--- src/rtl/bp_update_scheduler_if.sv ---
// Commit-side update bus and predictor update bus for bp_update_scheduler.
// The slave modport is the scheduler; the master modport is the commit/predictor side.
interface bp_update_scheduler_if #(
  parameter int unsigned ADDR_WIDTH = 32
);
  logic                  upd_valid_i_0;
  logic                  upd_valid_i_1;
  logic                  upd_valid_i_2;
  logic [ADDR_WIDTH-1:0] upd_pc_i_0;
  logic [ADDR_WIDTH-1:0] upd_pc_i_1;
  logic [ADDR_WIDTH-1:0] upd_pc_i_2;
  logic                  upd_mispred_i_0;
  logic                  upd_mispred_i_1;
  logic                  upd_mispred_i_2;
  logic                  upd_ready_o;
  logic                  bp_update_valid_o;
  logic [ADDR_WIDTH-1:0] bp_update_pc_o;
  logic                  bp_misprediction_o;
  logic                  bp_ready_i;

  modport slave (
    input  upd_valid_i_0, upd_valid_i_1, upd_valid_i_2,
    input  upd_pc_i_0, upd_pc_i_1, upd_pc_i_2,
    input  upd_mispred_i_0, upd_mispred_i_1, upd_mispred_i_2,
    output upd_ready_o,
    output bp_update_valid_o, bp_update_pc_o, bp_misprediction_o,
    input  bp_ready_i
  );

  modport master (
    output upd_valid_i_0, upd_valid_i_1, upd_valid_i_2,
    output upd_pc_i_0, upd_pc_i_1, upd_pc_i_2,
    output upd_mispred_i_0, upd_mispred_i_1, upd_mispred_i_2,
    input  upd_ready_o,
    input  bp_update_valid_o, bp_update_pc_o, bp_misprediction_o,
    output bp_ready_i
  );
endinterface

--- src/rtl/bp_update_scheduler.sv ---
// Buffers up to three resolved-branch updates per cycle in an in-order FIFO and
// drains them one per cycle to the predictor; a burst that does not fit is dropped whole.
module bp_update_scheduler #(
  parameter int unsigned ADDR_WIDTH = 32,
  parameter int unsigned DEPTH      = 8
) (
  input  logic                         clk,
  input  logic                         reset,
  bp_update_scheduler_if.slave         bus,
  output logic [$clog2(DEPTH+1)-1:0]   occupancy_o,
  output logic                         overflow_o
);
  localparam int unsigned PW = $clog2(DEPTH);
  localparam int unsigned CW = $clog2(DEPTH+1);

  logic [PW-1:0]       rd_ptr_q, rd_ptr_d;
  logic [PW-1:0]       wr_ptr_q, wr_ptr_d;
  logic [CW-1:0]       count_q, count_d;
  logic                overflow_q, overflow_d;
  logic [ADDR_WIDTH:0] mem_q [DEPTH];

  logic [2:0]          valid;
  logic [ADDR_WIDTH:0] slot_data [3];
  logic [1:0]          slot_off [3];
  logic [1:0]          n_enq;
  logic                ready;
  logic                deq;
  logic                not_empty;
  logic [ADDR_WIDTH:0] head;

  always_comb begin
    valid        = {bus.upd_valid_i_2, bus.upd_valid_i_1, bus.upd_valid_i_0};
    slot_data[0] = {bus.upd_mispred_i_0, bus.upd_pc_i_0};
    slot_data[1] = {bus.upd_mispred_i_1, bus.upd_pc_i_1};
    slot_data[2] = {bus.upd_mispred_i_2, bus.upd_pc_i_2};
    // Each valid slot lands after the valid slots below it, compacting gaps.
    slot_off[0]  = 2'd0;
    slot_off[1]  = {1'b0, valid[0]};
    slot_off[2]  = {1'b0, valid[0]} + {1'b0, valid[1]};
    n_enq        = slot_off[2] + {1'b0, valid[2]};
  end

  always_comb begin
    not_empty  = (count_q != '0);
    ready      = (count_q <= CW'(DEPTH - 3));
    deq        = not_empty && bus.bp_ready_i;
    rd_ptr_d   = rd_ptr_q + (deq ? PW'(1) : '0);
    wr_ptr_d   = wr_ptr_q + (ready ? PW'(n_enq) : '0);
    count_d    = count_q + (ready ? CW'(n_enq) : '0) - (deq ? CW'(1) : '0);
    overflow_d = !ready && (valid != 3'b000);
    head       = not_empty ? mem_q[rd_ptr_q] : '0;
  end

  always_ff @(posedge clk) begin
    if (reset) begin
      rd_ptr_q   <= '0;
      wr_ptr_q   <= '0;
      count_q    <= '0;
      overflow_q <= 1'b0;
    end else begin
      rd_ptr_q   <= rd_ptr_d;
      wr_ptr_q   <= wr_ptr_d;
      count_q    <= count_d;
      overflow_q <= overflow_d;
    end
  end

  always_ff @(posedge clk) begin
    if (!reset && ready) begin
      for (int unsigned i = 0; i < 3; i++) begin
        if (valid[i]) begin
          mem_q[wr_ptr_q + PW'(slot_off[i])] <= slot_data[i];
        end
      end
    end
  end

  assign bus.upd_ready_o        = ready;
  assign bus.bp_update_valid_o  = not_empty;
  assign bus.bp_update_pc_o     = head[ADDR_WIDTH-1:0];
  assign bus.bp_misprediction_o = head[ADDR_WIDTH];
  assign occupancy_o            = count_q;
  assign overflow_o             = overflow_q;
endmodule
--- src/flat_wrapper.sv ---
// flat-port wrapper written by rule: the top's interface ports become plain ports
module bp_update_scheduler_flat 
#(
  parameter int unsigned ADDR_WIDTH = 32,
  parameter int unsigned DEPTH      = 8
)
  (clk, reset, occupancy_o, overflow_o, bus_upd_valid_i_0, bus_upd_valid_i_1, bus_upd_valid_i_2, bus_upd_pc_i_0, bus_upd_pc_i_1, bus_upd_pc_i_2, bus_upd_mispred_i_0, bus_upd_mispred_i_1, bus_upd_mispred_i_2, bus_upd_ready_o, bus_bp_update_valid_o, bus_bp_update_pc_o, bus_bp_misprediction_o, bus_bp_ready_i);
  bp_update_scheduler_if #(.ADDR_WIDTH(ADDR_WIDTH)) bus_i ();
  input  logic clk;
  input  logic reset;
  output logic [$clog2(DEPTH+1)-1:0] occupancy_o;
  output logic overflow_o;
  input wire logic [$bits(bus_i.upd_valid_i_0)-1:0] bus_upd_valid_i_0;
  input wire logic [$bits(bus_i.upd_valid_i_1)-1:0] bus_upd_valid_i_1;
  input wire logic [$bits(bus_i.upd_valid_i_2)-1:0] bus_upd_valid_i_2;
  input wire logic [$bits(bus_i.upd_pc_i_0)-1:0] bus_upd_pc_i_0;
  input wire logic [$bits(bus_i.upd_pc_i_1)-1:0] bus_upd_pc_i_1;
  input wire logic [$bits(bus_i.upd_pc_i_2)-1:0] bus_upd_pc_i_2;
  input wire logic [$bits(bus_i.upd_mispred_i_0)-1:0] bus_upd_mispred_i_0;
  input wire logic [$bits(bus_i.upd_mispred_i_1)-1:0] bus_upd_mispred_i_1;
  input wire logic [$bits(bus_i.upd_mispred_i_2)-1:0] bus_upd_mispred_i_2;
  output wire logic [$bits(bus_i.upd_ready_o)-1:0] bus_upd_ready_o;
  output wire logic [$bits(bus_i.bp_update_valid_o)-1:0] bus_bp_update_valid_o;
  output wire logic [$bits(bus_i.bp_update_pc_o)-1:0] bus_bp_update_pc_o;
  output wire logic [$bits(bus_i.bp_misprediction_o)-1:0] bus_bp_misprediction_o;
  input wire logic [$bits(bus_i.bp_ready_i)-1:0] bus_bp_ready_i;
  assign bus_i.upd_valid_i_0 = bus_upd_valid_i_0;
  assign bus_i.upd_valid_i_1 = bus_upd_valid_i_1;
  assign bus_i.upd_valid_i_2 = bus_upd_valid_i_2;
  assign bus_i.upd_pc_i_0 = bus_upd_pc_i_0;
  assign bus_i.upd_pc_i_1 = bus_upd_pc_i_1;
  assign bus_i.upd_pc_i_2 = bus_upd_pc_i_2;
  assign bus_i.upd_mispred_i_0 = bus_upd_mispred_i_0;
  assign bus_i.upd_mispred_i_1 = bus_upd_mispred_i_1;
  assign bus_i.upd_mispred_i_2 = bus_upd_mispred_i_2;
  assign bus_upd_ready_o = bus_i.upd_ready_o;
  assign bus_bp_update_valid_o = bus_i.bp_update_valid_o;
  assign bus_bp_update_pc_o = bus_i.bp_update_pc_o;
  assign bus_bp_misprediction_o = bus_i.bp_misprediction_o;
  assign bus_i.bp_ready_i = bus_bp_ready_i;
  bp_update_scheduler #(.ADDR_WIDTH(ADDR_WIDTH), .DEPTH(DEPTH)) u_core (.clk(clk), .reset(reset), .bus(bus_i), .occupancy_o(occupancy_o), .overflow_o(overflow_o));
endmodule
--- config.mk ---
export PLATFORM = sky130hd
export DESIGN_NAME = bp_update_scheduler_flat
export DESIGN_NICKNAME = d
export VERILOG_FILES = /design/src/rtl/bp_update_scheduler_if.sv /design/src/rtl/bp_update_scheduler.sv /design/src/flat_wrapper.sv
export SDC_FILE = /design/constraint.sdc
export NUM_CORES = 1
export LEC_CHECK = 0
export BUFFER_PORTS_ARGS = -buffer_cell sky130_fd_sc_hd__buf_2
export CAP_MARGIN = 10
export CORE_MARGIN = 1
export CORE_UTILIZATION = 32
export DETAILED_ROUTE_END_ITERATION = 7
export PLACE_DENSITY_LB_ADDON = 0.25
export REMOVE_ABC_BUFFERS = 1
export SYNTH_ARGS = -nofsm -noshare
export SYNTH_HDL_FRONTEND = slang
export SYNTH_SLANG_ARGS = --single-unit
--- constraint.sdc ---
create_clock -name clk -period 5.5 [get_ports clk]
set_clock_uncertainty 0.15 [all_clocks]
set_input_delay 1.375 -clock clk [delete_from_list [all_inputs] [get_ports clk]]
set_output_delay 1.375 -clock clk [all_outputs]
set_load 0.02 [all_outputs]
# After elaboration in Yosys (flattened, before gate mapping)
# Memory sizes are Yosys's and may differ from the RTL's. A register that Yosys moved wholly into a read port is not among the register bits.
# Cells that the tools add are included.
[totals] output_inout_bits=40 ram_bits=264 input_bits=105 mem_count=1 register_bits=11 elab_cells=36
[mem_list] memory="u_core.mem_q" depth=8 word_bits=33 read_ports=1 rd_clocked_by_memory_dff=1 write_ports=3 line="bp_update_scheduler.sv:20" rtl="logic [ADDR_WIDTH:0] mem_q [DEPTH];"
[op_classes] magnitude_cmp=1 n_addsub=8 mux=15 reduce_logical=7
[ops] operator="two-way mux 33 bit" n=1
[ops] operator="two-way mux 1 bit" n=11
[ops] operator="adder 3 bit" n=2
[ops] operator="adder 4 bit" n=1
[ops] operator="less-or-equal comparator 4 x 3 -> 1 bit (second input constant)" n=1
[ops] operator="two-way mux 2 bit" n=2
[ops] operator="nonzero test 4 bit" n=1
[ops] operator="subtractor 4 bit" n=1
[ops] operator="adder 3 x 1 -> 3 bit" n=1
[ops] operator="adder 3 x 2 -> 3 bit" n=1
[ops] operator="logical AND 1 bit" n=3
[ops] operator="two-way mux 3 bit" n=1
[ops] operator="nonzero test 3 bit" n=1
[ops] operator="adder 1 x 1 -> 2 bit" n=1
[ops] operator="adder 2 x 1 -> 2 bit" n=1
[ops] operator="zero test 1 bit" n=2

# Depth between registers and ports, before layout
# Gate-level depths: netlist of the first run.
[depth] depth_word=5 depth_mapped=13 depth_no_buf=12

# Least setup slack after synthesis of the first run
# OpenSTA, ideal clock, no wires.
[synth_timing] kind="input port to flip-flop" startpoint="input bus_upd_valid_i_1" endpoint="memory u_core.mem_q[4][0] (netlist bit), enable pin" stages=13 setup_slack_ps=176 arrival_ps=4597 setup_ps=577 path_cell_list="clkbuf_1 clkbuf_1 inv_1 ha_1 ha_1 inv_1 fa_1 xnor2_1 nand2_1 or2_1 clkbuf_1 clkbuf_1 o211ai_1"
[synth_rtl] element="start, declared" line="flat_wrapper.sv:14" rtl="input wire logic [$bits(bus_i.upd_valid_i_1)-1:0] bus_upd_valid_i_1;"
[synth_rtl] element="end, declared" line="bp_update_scheduler.sv:20"

==> results by group, run 1 <==
STA
  – Period utilization: between 80% and 90%
  – Endpoints failing hold: 0
  – Hold_ws: roughly 570 ps
  – Final worst slack: around 1000 ps
  – Setup TNS: 0 ps
  – Slew @ Worst Pin: about 1100 ps
  – Tmin final: between 4000 and 5000 ps
  – Highest clock rate: 222 MHz
  – Max-slew violation count: 0
  – RSZ-0062 raised after global routing: false
  – Setup violators final: 0
  – Max transition margin: about a quarter

Critical path
  – Flop-to-flop setup slack: approximately 2000 ps
  – Crit path DAT: 2980 ps
  – RR Startpoint: u_core.wr_ptr_q[0]
  – Crit path max-delay cell type: dfxtp_4
  – Crit path buf inv count: 2
  – Critical path class: flop to output pin
  – Worst EP required: 3970 ps
  – CP peak stage delay: roughly 810 ps
  – CP top delay family: multiplexers
  – Crit path capture type: output pin
  – Worst R2R End: u_core.mem_q[2][16]
  – Crit start category: flop
  – Crit path max fanout: 30
  – Cells on worst reg2reg path: 6
  – Worst path cell trace: buf_4 -> mux4_2 -> mux2i_1 -> nor2_1 -> buf_2

Global routing
  – Largest net degree at the start of global routing: 74
  – GRT Total Usage: 25.9%
  – Vias in the first global route: 17.2k
  – Overflow after GRT: 0
  – Initial antenna violation count: 1
  – First-pass GRT wire length: roughly 110000 um

Synth
  – Distinct cell type count after synthesis: 45
  – Yosys Warn Count: 0
  – Sequential share of the synthesized area: between 40 and 50%
  – Syn Area/Cell: between 9 and 10 sq um
  – Async SR Flop Fraction: 0%
  – Post-synthesis cell area: 18100 sq um
  – Area share of the largest cell type after synthesis: ~44%
  – Synth area leader: edfxtp_1
  – Yosys reg bits: 275
  – Area contributors post-synth: edfxtp_1 (44%), a31oi_1 (9.0%), mux4_2 (8.2%)
  – Post-synth EDFFs: approximately 260
  – Main synth FF type: edfxtp_1
  – Cells after Synth: between 2k and 2.5k

Clocking
  – Worst-skew pair later-pin latency: approximately 520 ps
  – Post_cts resized: 0
  – Clock transition at the registers of the reported paths: approximately 50 ps
  – CTS buffer count: 34
  – Clk buf depth: 3
  – CTS Hold Bufs: 0
  – Num Clock Sinks: about 280
  – Postcts setup bufs: 0
  – CTS tree: built
  – CTS Root Cell: clkbuf_16
  – Max H-tree Level: 2

Cells and area
  – Layout cell share with drive strength beyond 1: around 17%
  – Final nets: 2119
  – Filler instances: ~5.6k
  – Synthesis-to-finish area growth: 12.3%

Power
  – PD cells: about 490 nW/um^2
  – Design Power: between 10000 and 15000 uW
  – Max rail drop VDD: between 0.0003 and 0.0004 V
  – Leak pwr: between 0.006 and 0.007 uW

Route
  – Drt first-iter violations: around 2.1k
  – Antenna Nets Post-Route: 0
  – Wire per inst: 27.4 um
  – Vias: approximately 18k
  – WL final: 75700 um
  – Mean number of vias per cell: approximately 6.4
  – # DRC: 0
  – TritonRoute pass-1 iters: 6

Job
  – Maxcap violations: 0

Worst hold path
  – Hold_sp: u_core.occupancy_o[2]
  – Hold crit path type: flop to flop
  – Hold path endpoint: u_core.occupancy_o[3]
  – Hold path depth: 4

Floorplanning
  – Top-Level Pins: around 150
  – Die ar.: 57700 sq um
  – Initial Util: about 33%
  – Core area: ~56000 sq um
  – Die W: around 240 um
  – Height of the die: about 240 um
  – Rows: between 80 and 90

Run status
  – Run status: finished, final reports clean

Placement
  – Port Buffers: approximately 140
  – HPWL after DPL: 42500 um
  – Pre-CTS setup slack: roughly 920 ps
  – Final GP Congestion: between 0.8 and 0.9
==> layout make-up <==
class / instances / area (sq um) / area share (%)
multi-input cells: 1456 / 8980 / 44.1
flip-flops and latches: 275 / 8160 / 40.0
repair buffers: 209 / 1230 / 6.05
well taps: 748 / 936 / 4.59
clock buffers: 45 / 913 / 4.48
clock inverters: 13 / 91.3 / 0.448
inverters: 19 / 71.3 / 0.350
diodes: 1 / 2.50 / 0.0123
==> worst register-to-register path, stage by stage, from the launching register on <==
cell	delay (ps)
dfxtp_1	510
ha_1	450
a211oi_1	570
nand2_4	320
buf_4	380
o211ai_1	290
buf_4	460
==> cell families after synthesis <==
kind of cell / Yosys count / share of synthesized area, %
xor+xnor: 8 / 0.469
fa+ha+maj: 19 / 1.48
flops: 275 / 44.9
mux: 99 / 10.0
simple gates: 818 / 20.8
buf+inv: 283 / 6.17
compound gates: 512 / 16.2
==> stage by stage <==
step / area [sq um] / utilization, % / cells
after floorplan: 17100 / - / 1750
after global placement: 19400 / 34.9 / 2707
after detailed placement: 19400 / 34.9 / 2707
after CTS: 20400 / 36.7 / 2765
after global routing: 20400 / 36.7 / 2765
final: 20400 / 36.7 / 2766
==> sequential cells by signal (all words and copies together), names as in the netlist <==
name	cells
u_core.mem_q	264
u_core.overflow_o	1
u_core.rd_ptr_q	3
u_core.wr_ptr_q	3
u_core.occupancy_o	4
==> per-layer routing <==
metal	track usage, %	wire length [um]	up-vias
met5	0	0	-
met4	10.9	2900	0
met3	5.18	8580	207
met2	40.4	34100	1310
met1	34.8	30100	8598
li1	-	-	7555
==> Yosys cell counts, types with 6 or more instances <==
cell,number
or2_1,7
mux4_2,66
nand2_1,219
nand3_1,132
o21ai_0,230
nor2_1,119
mux2i_1,33
buf_1,51
inv_1,19
ha_1,15
o211ai_1,6
a31oi_1,262
edfxtp_1,264
nor3b_1,11
nor2b_1,8
nor3_1,293
or3_1,15
clkbuf_1,169
buf_2,43
dfxtp_1,11
==> worst max path at each step <==
stage,start,to,slack [ps],cells after the start
floorplan,bus_upd_valid_i_0,u_core.mem_q[3][11],-2370,5
global placement,bus_upd_valid_i_1,u_core.mem_q[5][26],890,11
detailed placement,bus_upd_valid_i_1,u_core.mem_q[5][25],920,10
CTS,u_core.rd_ptr_q[0],bus_bp_update_pc_o[18],980,5
global route,u_core.rd_ptr_q[0],bus_bp_update_pc_o[18],880,5
finish,u_core.rd_ptr_q[0],bus_bp_update_pc_o[18],1000,5
==> cell usage in the layout (no fill, tap or decap), types with 19 or more instances in the layout <==
cell type / synthesis / layout
buf_2: 43 / 144
buf_4: 1 / 63
edfxtp_1: 264 / 264
nand3_1: 132 / 129
a31oi_1: 262 / 262
nand2_1: 219 / 215
o21ai_0: 230 / 230
nor3_1: 293 / 293
mux2i_1: 33 / 33
inv_1: 19 / 19
mux4_2: 66 / 66
nor2_1: 119 / 116
clkbuf_16: 0 / 35
==> where the power goes <==
part | total (uW) | internal, uW | switching [uW]
Clock | 2120 | 1210 | 905
Combinational | 4920 | 1320 | 3600
Sequential | 3040 | 2810 | 230
(Power assumes the default switching activity.)
==> run 2: changes to the inputs <==
Settings changed: ABC_AREA set to 1.
Clock period 5.5 ns to 3.8 ns, I/O delays scaled along.
==> run 2 against run 1 <==
Sequential cell count did not move. Die area grew 1.7%. Global-route usage is 1.3 points lower. Clock-buffer cell count is 2 lower. Clock power grew 43%. Cell area increased by 3.0%. Non-clock buffer count up 33. Routed wire length fell by 2.4%. Critical endpoint is now bus_bp_update_pc_o[28]. Largest cell class unchanged. Highest routed layer unchanged.
==> results by group, run 2 <==
Global routing
  – GRT Total Usage: 24.6% (was 25.9%)
  – Largest net degree at the start of global routing: 127 (was 74)
  – First-pass GRT wire length: 111000 um (about the same)
  – Overflow after GRT: 0 (unchanged)
  – Vias in the first global route: 17.8k (was 17.2k)
  – Initial antenna violation count: 0 (was 1)

Synth
  – Area contributors post-synth: edfxtp_1 (43%), nand2_1 (16%), nand3_1 (15%) (was edfxtp_1 (44%), a31oi_1 (9.0%), mux4_2 (8.2%))
  – Async SR Flop Fraction: 0% (unchanged)
  – Most frequent cells after synthesis: nand2_1 (802), nand3_1 (540), nor2_1 (280) (was nor3_1 (293), edfxtp_1 (264), a31oi_1 (262))
  – Sequential share of the synthesized area: 44.2% (was 44.9%)
  – Distinct cell type count after synthesis: 32 (was 45)
  – Yosys Warn Count: 0 (unchanged)
  – Cells after Synth: 2525 (was 2014)
  – Area share of the largest cell type after synthesis: 43.0% (was 43.7%)
  – Synth area leader: edfxtp_1 (unchanged)
  – Post-synthesis cell area: 18500 sq um (was 18100 sq um)
  – Syn Area/Cell: 7.31 sq um (was 9.01 sq um)
  – Main synth FF type: edfxtp_1 (unchanged)
  – Post-synth EDFFs: 264 (unchanged)
  – Yosys reg bits: 275 (unchanged)
  – Dominant cell by count in the synthesized netlist: nand2_1 (was nor3_1)

Cells and area
  – Most frequent cells in the layout: nand2_1 (802), nand3_1 (531), nor2_1 (280) (was nor3_1 (293), edfxtp_1 (264), a31oi_1 (262))
  – Filler instances: 5824 (was 5631)
  – Commonest non-fill, non-tap cell in the layout: nand2_1 (was nor3_1)
  – Post-route design area: 21000 sq um (was 20400 sq um)
  – Max reg flops: 264 (unchanged)
  – N_diodes: 0 (was 1)
  – Multi-input combinational cell area: 8700 sq um (was 8980 sq um)
  – Synthesis-to-finish area growth: 13.8% (was 12.3%)
  – Reg area: 8160 sq um (unchanged)
  – Layout cell share with drive strength beyond 1: 13.1% (was 17.3%)
  – Final nets: 2711 (was 2119)

Power
  – Leak pwr: 0.00914 uW (was 0.00608 uW)
  – Internal power: 7490 uW (was 5350 uW)
  – Sw frac: 43.9% (was 47.0%)
  – Design Power: 13300 uW (was 10100 uW)
  – Combinational share of power: 45.3% (was 48.8%)
  – Sequential share of power: 31.9% (was 30.2%)
  – PD cells: 635 nW/um^2 (was 495 nW/um^2)
  – NetSw: 5850 uW (was 4740 uW)
  – Max rail drop VDD: 0.000340 V (was 0.000347 V)
  – Clk pwr share: 22.7% (was 21.0%)

STA
  – Setup violators final: 0 (unchanged)
  – Setup TNS: 0 ps (unchanged)
  – Highest clock rate: between 200 and 300 MHz
  – RSZ-0062 raised after global routing: false (unchanged)
  – Tmin final: approximately 3600 ps
  – Period utilization: 95.2%
  – Max transition margin: 53.8% (was 24.9%)
  – Slew @ Worst Pin: 692 ps (was 1130 ps)
  – Max-slew violation count: 0 (unchanged)
  – Endpoints failing hold: 0 (unchanged)

Route
  – WL final: 73900 um (was 75700 um)
  – Mean number of vias per cell: 5.59 (was 6.39)
  – Length of routed met2 wiring: 33200 um (was 34100 um)
  – TritonRoute pass-1 iters: 8 (was 6)
  – Vias: 18.8k (was 17.7k)
  – Routed met3 length: 7730 um (was 8580 um)
  – Wire per inst: 22.0 um (was 27.4 um)
  – Drt first-iter violations: 2256 (was 2130)
  – WL met1: 31000 um (was 30100 um)
  – # DRC: 0 (unchanged)
  – Antenna Nets Post-Route: 0 (unchanged)
  – Top Metal Used: met4 (unchanged)

Floorplanning
  – Initial Util: 32.5% (was 32.7%)
  – Top-Level Pins: 145 (unchanged)
  – Rows: 87 (was 86)
  – Height of the die: 242 um (was 240 um)
  – Core area: 56700 sq um (was 55500 sq um)
  – Die W: 242 um (was 240 um)
  – Die ar.: 58600 sq um (was 57700 sq um)

Critical path
  – Cells on worst reg2reg path: 8 (was 6)
  – Crit path max fanout: 40 (was 30)
  – Critical path class: flop to output pin (unchanged)
  – RR Startpoint: u_core.occupancy_o[3] (was u_core.wr_ptr_q[0])
  – Worst EP required: 2700 ps (was 3970 ps)
  – Crit path capture type: output pin (unchanged)
  – Flop-to-flop setup slack: 880 ps (was 2010 ps)
  – Worst R2R End: u_core.mem_q[2][11] (was u_core.mem_q[2][16])
  – Crit start category: flop (unchanged)
  – Crit path DAT: 2520 ps (was 2980 ps)

Clocking
  – CTS tree: built (unchanged)
  – Max H-tree Level: 2 (unchanged)
  – CTS Root Cell: clkbuf_16 (unchanged)
  – Num Clock Sinks: 275 (unchanged)
  – Worst-skew pair later-pin latency: 530 ps (was 520 ps)
  – CTS buffer count: 34 (unchanged)
  – Clock transition at the registers of the reported paths: 60 ps (was 50 ps)
  – Clk buf depth: 3 (unchanged)

Worst hold path
  – Hold crit path type: flop to flop (unchanged)
  – Hold path depth: 4 (unchanged)
  – Hold path endpoint: u_core.overflow_o (was u_core.occupancy_o[3])
  – Hold_sp: u_core.occupancy_o[3] (was u_core.occupancy_o[2])

Placement
  – Port Buffers: 144 (unchanged)
  – Final GP Congestion: 0.843 (was 0.820)
  – HPWL after DPL: 46600 um (was 42500 um)
  – Placed Area: 20000 sq um (was 19400 sq um)

Job
  – Maxcap violations: 0 (unchanged)

Run status
  – Run status: finished, final reports clean (unchanged)
run 2: changes by cell type after synthesis, sizes merged, moves of 33 or more:
| cell | change |
|---|---|
| nand2 | +603 |
| nand3 | +413 |
| nor3 | -293 |
| a31oi | -261 |
| nor2 | +175 |
| clkbuf | -137 |
| buf | +89 |
| inv | +83 |
| mux4 | -66 |
| mux2i | -33 |
run 2: metal layers:
| metal | track usage (%) | vias to the layer above |
|---|---|---|
| li1 | - | 8507 |
| met1 | 33.9 | 8984 |
| met2 | 38.6 | 1111 |
| met3 | 4.93 | 170 |
| met4 | 7.58 | 0 |
| met5 | 0 | - |
run 2: kinds of logic (layout without fill, tap and decap cells):
family	Yosys count	in the layout	share of synthesized area, %
adders and majority gates	19	19	1.45
xor gates and xnor gates	3	3	0.142
DFF	275	275	44.2
AOI/OAI and AO/OA	233	233	6.34
and+or+nand+nor	1673	1673	38.9
buffers and inverters	322	398	8.98
run 2: layout make-up:
cell class	instances	share of cell area, %
Multi-Input combinational cell	1928	41.5
Sequential cell	275	38.8
Timing Repair Buffer	242	8.68
Tap cell	756	4.50
Clock buffer	43	4.31
Inverter	106	1.93
Clock inverter	7	0.280
run 2: worst max-delay path by stage:
stage | from | endpoint | slack [ps] | cells past startpoint
finish | u_core.rd_ptr_q[0] | bus_bp_update_pc_o[28] | 180 | 6
global route | u_core.rd_ptr_q[0] | bus_bp_update_pc_o[28] | 50 | 6
CTS | u_core.rd_ptr_q[0] | bus_bp_update_pc_o[28] | 70 | 6
detailed placement | bus_upd_valid_i_1 | u_core.mem_q[5][4] | 150 | 15
global placement | bus_upd_valid_i_1 | u_core.mem_q[5][12] | 200 | 15
floorplan | reset | u_core.mem_q[0][0] | -5880 | 5
run 2: critical path, cell delays in order, from the launching register on:
cell     delay [ps]
dfxtp_4         430
buf_6           350
o21ai_0         150
o21ai_0         510
nor2_1           80
nor2_1          230
buf_2           210
run 2: stage by stage:
| stage | hold slack (ps) | utilization (%) | setup slack, ps | std cells |
|---|---|---|---|---|
| global route | 565 | 37.0 | 53.7 | 3357 |
| global placement | 526 | 35.3 | 197 | 3307 |
| CTS | 543 | 37.0 | 74.9 | 3357 |
| detailed placement | 528 | 35.3 | 147 | 3307 |
| finish | 536 | 37.0 | 181 | 3357 |
| floorplan | 471 | - | -5880 | 2309 |
run 2: what timing repair did:
item,4_1_cts,5_1_grt
setup buffers,0,0
resized for setup,1,1
pin swaps,0,0
gates cloned,0,0
hold buffers,0,0
setup endpoints to repair,3,1
run 2: power groups by stage:
stage               Clock, uW  Sequential, uW  Combinational, uW
finish                   3030            4260               6050
CTS                      3070            4260               6000
global placement            0            4310               5900
floorplan                   0            4400               3260
detailed placement          0            4310               5980
global route             3170            4300               6560
==> run 3: changes to the inputs <==
Settings changed: PLACE_DENSITY set to 0.6, PLACE_DENSITY_LB_ADDON 0.25 to not set.
==> run 3 against run 2 <==
Non-clock buffer count down 1. Clock power is 5% higher. Clock-buffer cell count unchanged. Sequential power hardly changed. Cell count rose by 0.27%. Highest routed layer is now met5. Routed wire length decreased by 1.0%. Worst hold slack improved by 26 ps. Global-route usage is 0.27 points lower. Utilization grew 0.066 points. Worst setup slack got worse by 84 ps. Power grew 0.86%. Maximum frequency decreased by 2.3%.
==> results by group, run 3 (synthesis gave the netlist of run 2 again) <==
Power
  – Leak pwr: 0.00916 uW (was 0.00914 uW)
  – Design Power: 13500 uW (was 13300 uW)
  – Max rail drop VDD: 0.000324 V (was 0.000340 V)
  – PD cells: 640 nW/um^2 (was 635 nW/um^2)

Clocking
  – Clock transition at the registers of the reported paths: 60 ps (about the same)
  – CTS tree: built (unchanged)
  – Worst-skew pair later-pin latency: 570 ps (was 530 ps)
  – CTS Hold Bufs: 0 (unchanged)
  – Num Clock Sinks: 275 (unchanged)
  – CTS buffer count: 35 (was 34)
  – Max H-tree Level: 2 (unchanged)
  – CTS Root Cell: clkbuf_16 (unchanged)
  – Clk buf depth: 3 (unchanged)

Critical path
  – Worst EP required: 2700 ps (about the same)
  – Cells on worst reg2reg path: 12 (was 8)
  – Critical path class: flop to output pin (unchanged)
  – Crit path max fanout: 45 (was 40)
  – Crit path capture type: output pin (unchanged)
  – CP most frequent cell: nor2_1
  – Worst path cell trace: o21ai_0 -> o21ai_1 -> nor2_1 -> nor2_1 -> buf_2 (was buf_6 -> o21ai_0 -> o21ai_0 -> nor2_1 -> nor2_1 -> buf_2)
  – CP peak stage delay: 790 ps (was 510 ps)
  – Crit start category: flop (unchanged)
  – Crit path DAT: 2600 ps (was 2520 ps)
  – Crit path max-delay cell type: dfxtp_4 (was o21ai_0)

Placement
  – HPWL after DPL: 45400 um (was 46600 um)
  – Placed Cells: 3306 (was 3307)
  – Final GP Congestion: 0.870 (was 0.843)
  – Port Buffers: 144 (unchanged)
  – Pre-CTS setup slack: 219 ps (was 147 ps)

Global routing
  – Overflow after GRT: 0 (unchanged)
  – First-pass GRT wire length: 110000 um (was 111000 um)
  – Largest net degree at the start of global routing: 89 (was 127)
  – Vias in the first global route: 17.7k (was 17.8k)
  – Initial antenna violation count: 3 (was 0)
  – GRT Total Usage: 24.3% (was 24.6%)

Floorplanning
  – Core area: 56700 sq um (unchanged)
  – Rows: 87 (unchanged)
  – Height of the die: 242 um (unchanged)
  – Top-Level Pins: 145 (unchanged)
  – Die W: 242 um (unchanged)
  – Initial Util: 32.5% (unchanged)
  – Die ar.: 58600 sq um (unchanged)

Cells and area
  – Filler instances: 5804 (was 5824)
  – Final nets: 2711 (unchanged)
  – Most frequent cells in the layout: nand2_1 (802), nand3_1 (531), nor2_1 (279) (was nand2_1 (802), nand3_1 (531), nor2_1 (280))
  – Final Util: 37.1% (was 37.0%)
  – Commonest non-fill, non-tap cell in the layout: nand2_1 (unchanged)
  – Finished Layout Cells: 3366 (was 3357)
  – N_diodes: 0 (unchanged)
  – Synthesis-to-finish area growth: 14.0% (was 13.8%)
  – Layout cell share with drive strength beyond 1: 13.3% (was 13.1%)
  – Max reg flops: 264 (unchanged)

STA
  – Endpoints failing hold: 0 (unchanged)
  – RSZ-0062 raised after global routing: false (unchanged)
  – Max transition margin: 43.0% (was 53.8%)
  – Period utilization: 97.4% (was 95.2%)
  – Hold_ws: 562 ps (was 536 ps)
  – Tmin final: 3700 ps (was 3620 ps)
  – Setup violators final: 0 (unchanged)
  – Slew @ Worst Pin: 854 ps (was 692 ps)
  – Max-slew violation count: 0 (unchanged)
  – Highest clock rate: 270 MHz (was 276 MHz)
  – Final worst slack: 97.0 ps (was 181 ps)

Route
  – Mean number of vias per cell: 5.55 (was 5.59)
  – Wire per inst: 21.7 um (was 22.0 um)
  – Drt first-iter violations: 2334 (was 2256)
  – # DRC: 0 (unchanged)
  – TritonRoute pass-1 iters: 6 (was 8)
  – Vias: 18.7k (was 18.8k)
  – WL final: 73200 um (was 73900 um)
  – Antenna Nets Post-Route: 0 (unchanged)

Worst hold path
  – Hold crit path type: flop to flop (unchanged)
  – Hold path depth: 2 (was 4)

Run status
  – Run status: finished, final reports clean (unchanged)

Job
  – Maxcap violations: 0 (unchanged)
==> run 3: cell count changes in the layout (fill, tap and decap cells not counted), sizes merged <==
cell / previous run / this run
buf: 242 / 241
inv: 103 / 102
clkinv: 9 / 20
==> run 3: worst paths after layout <==
check / endpoint / slack, ps / startpoint
worst max-delay path: bus_bp_update_pc_o[2] / 100 / u_core.rd_ptr_q[1]
worst min-delay path: u_core.wr_ptr_q[2] / 560 / u_core.wr_ptr_q[2]
worst max register to register: u_core.occupancy_o[2] / 880 / u_core.occupancy_o[2]
worst min register to register: u_core.wr_ptr_q[2] / 560 / u_core.wr_ptr_q[2]
==> run 3: report_power, final <==
group          switching [uW]  internal, uW  total (uW)
Clock                    1370          1790        3170
Sequential                228          4050        4280
Combinational            4340          1660        6010
==> run 3: through the flow <==
stage,cell area [sq um],setup TNS (ps)
final,21000,0
after floorplan,17200,-2844620
after CTS,21000,0
after detailed placement,20000,0
after global routing,21000,0
after global placement,20000,0
==> run 3: timing repair <==
action | 4_1_cts | 5_1_grt
endpoints found under the setup margin | 0 | 4
setup buffers | 0 | 0
gates resized for setup | 0 | 5
==> run 3: cell type report <==
| class | instances | area [sq um] | area share [%] |
|---|---|---|---|
| multi-input cells | 1928 | 8710 | 41.4 |
| flip-flops and latches | 275 | 8160 | 38.8 |
| repair buffers | 241 | 1790 | 8.49 |
| well taps | 756 | 946 | 4.50 |
| clock buffers | 43 | 927 | 4.41 |
| inverters | 106 | 404 | 1.92 |
| clock inverters | 17 | 111 | 0.529 |
==> run 3: layer usage <==
metal / share of wire [%] / wire (um) / global-route usage, % / vias up
li1: - / - / - / 8508
met1: 39 / 28700 / 32.0 / 8723
met2: 45 / 32900 / 38.1 / 1243
met3: 12 / 8760 / 5.57 / 203
met4: 3.8 / 2780 / 10.6 / 4
met5: 0.030 / 22 / 0 / -
==> run 3: critical path, delay by kind of cell (launching register included) <==
| family | cells | cell delay (ps) |
|---|---|---|
| DFF | 1 | 790 |
| AOI/OAI and AO/OA | 2 | 510 |
| and+or+nand+nor | 2 | 490 |
| buffers and inverters | 1 | 260 |
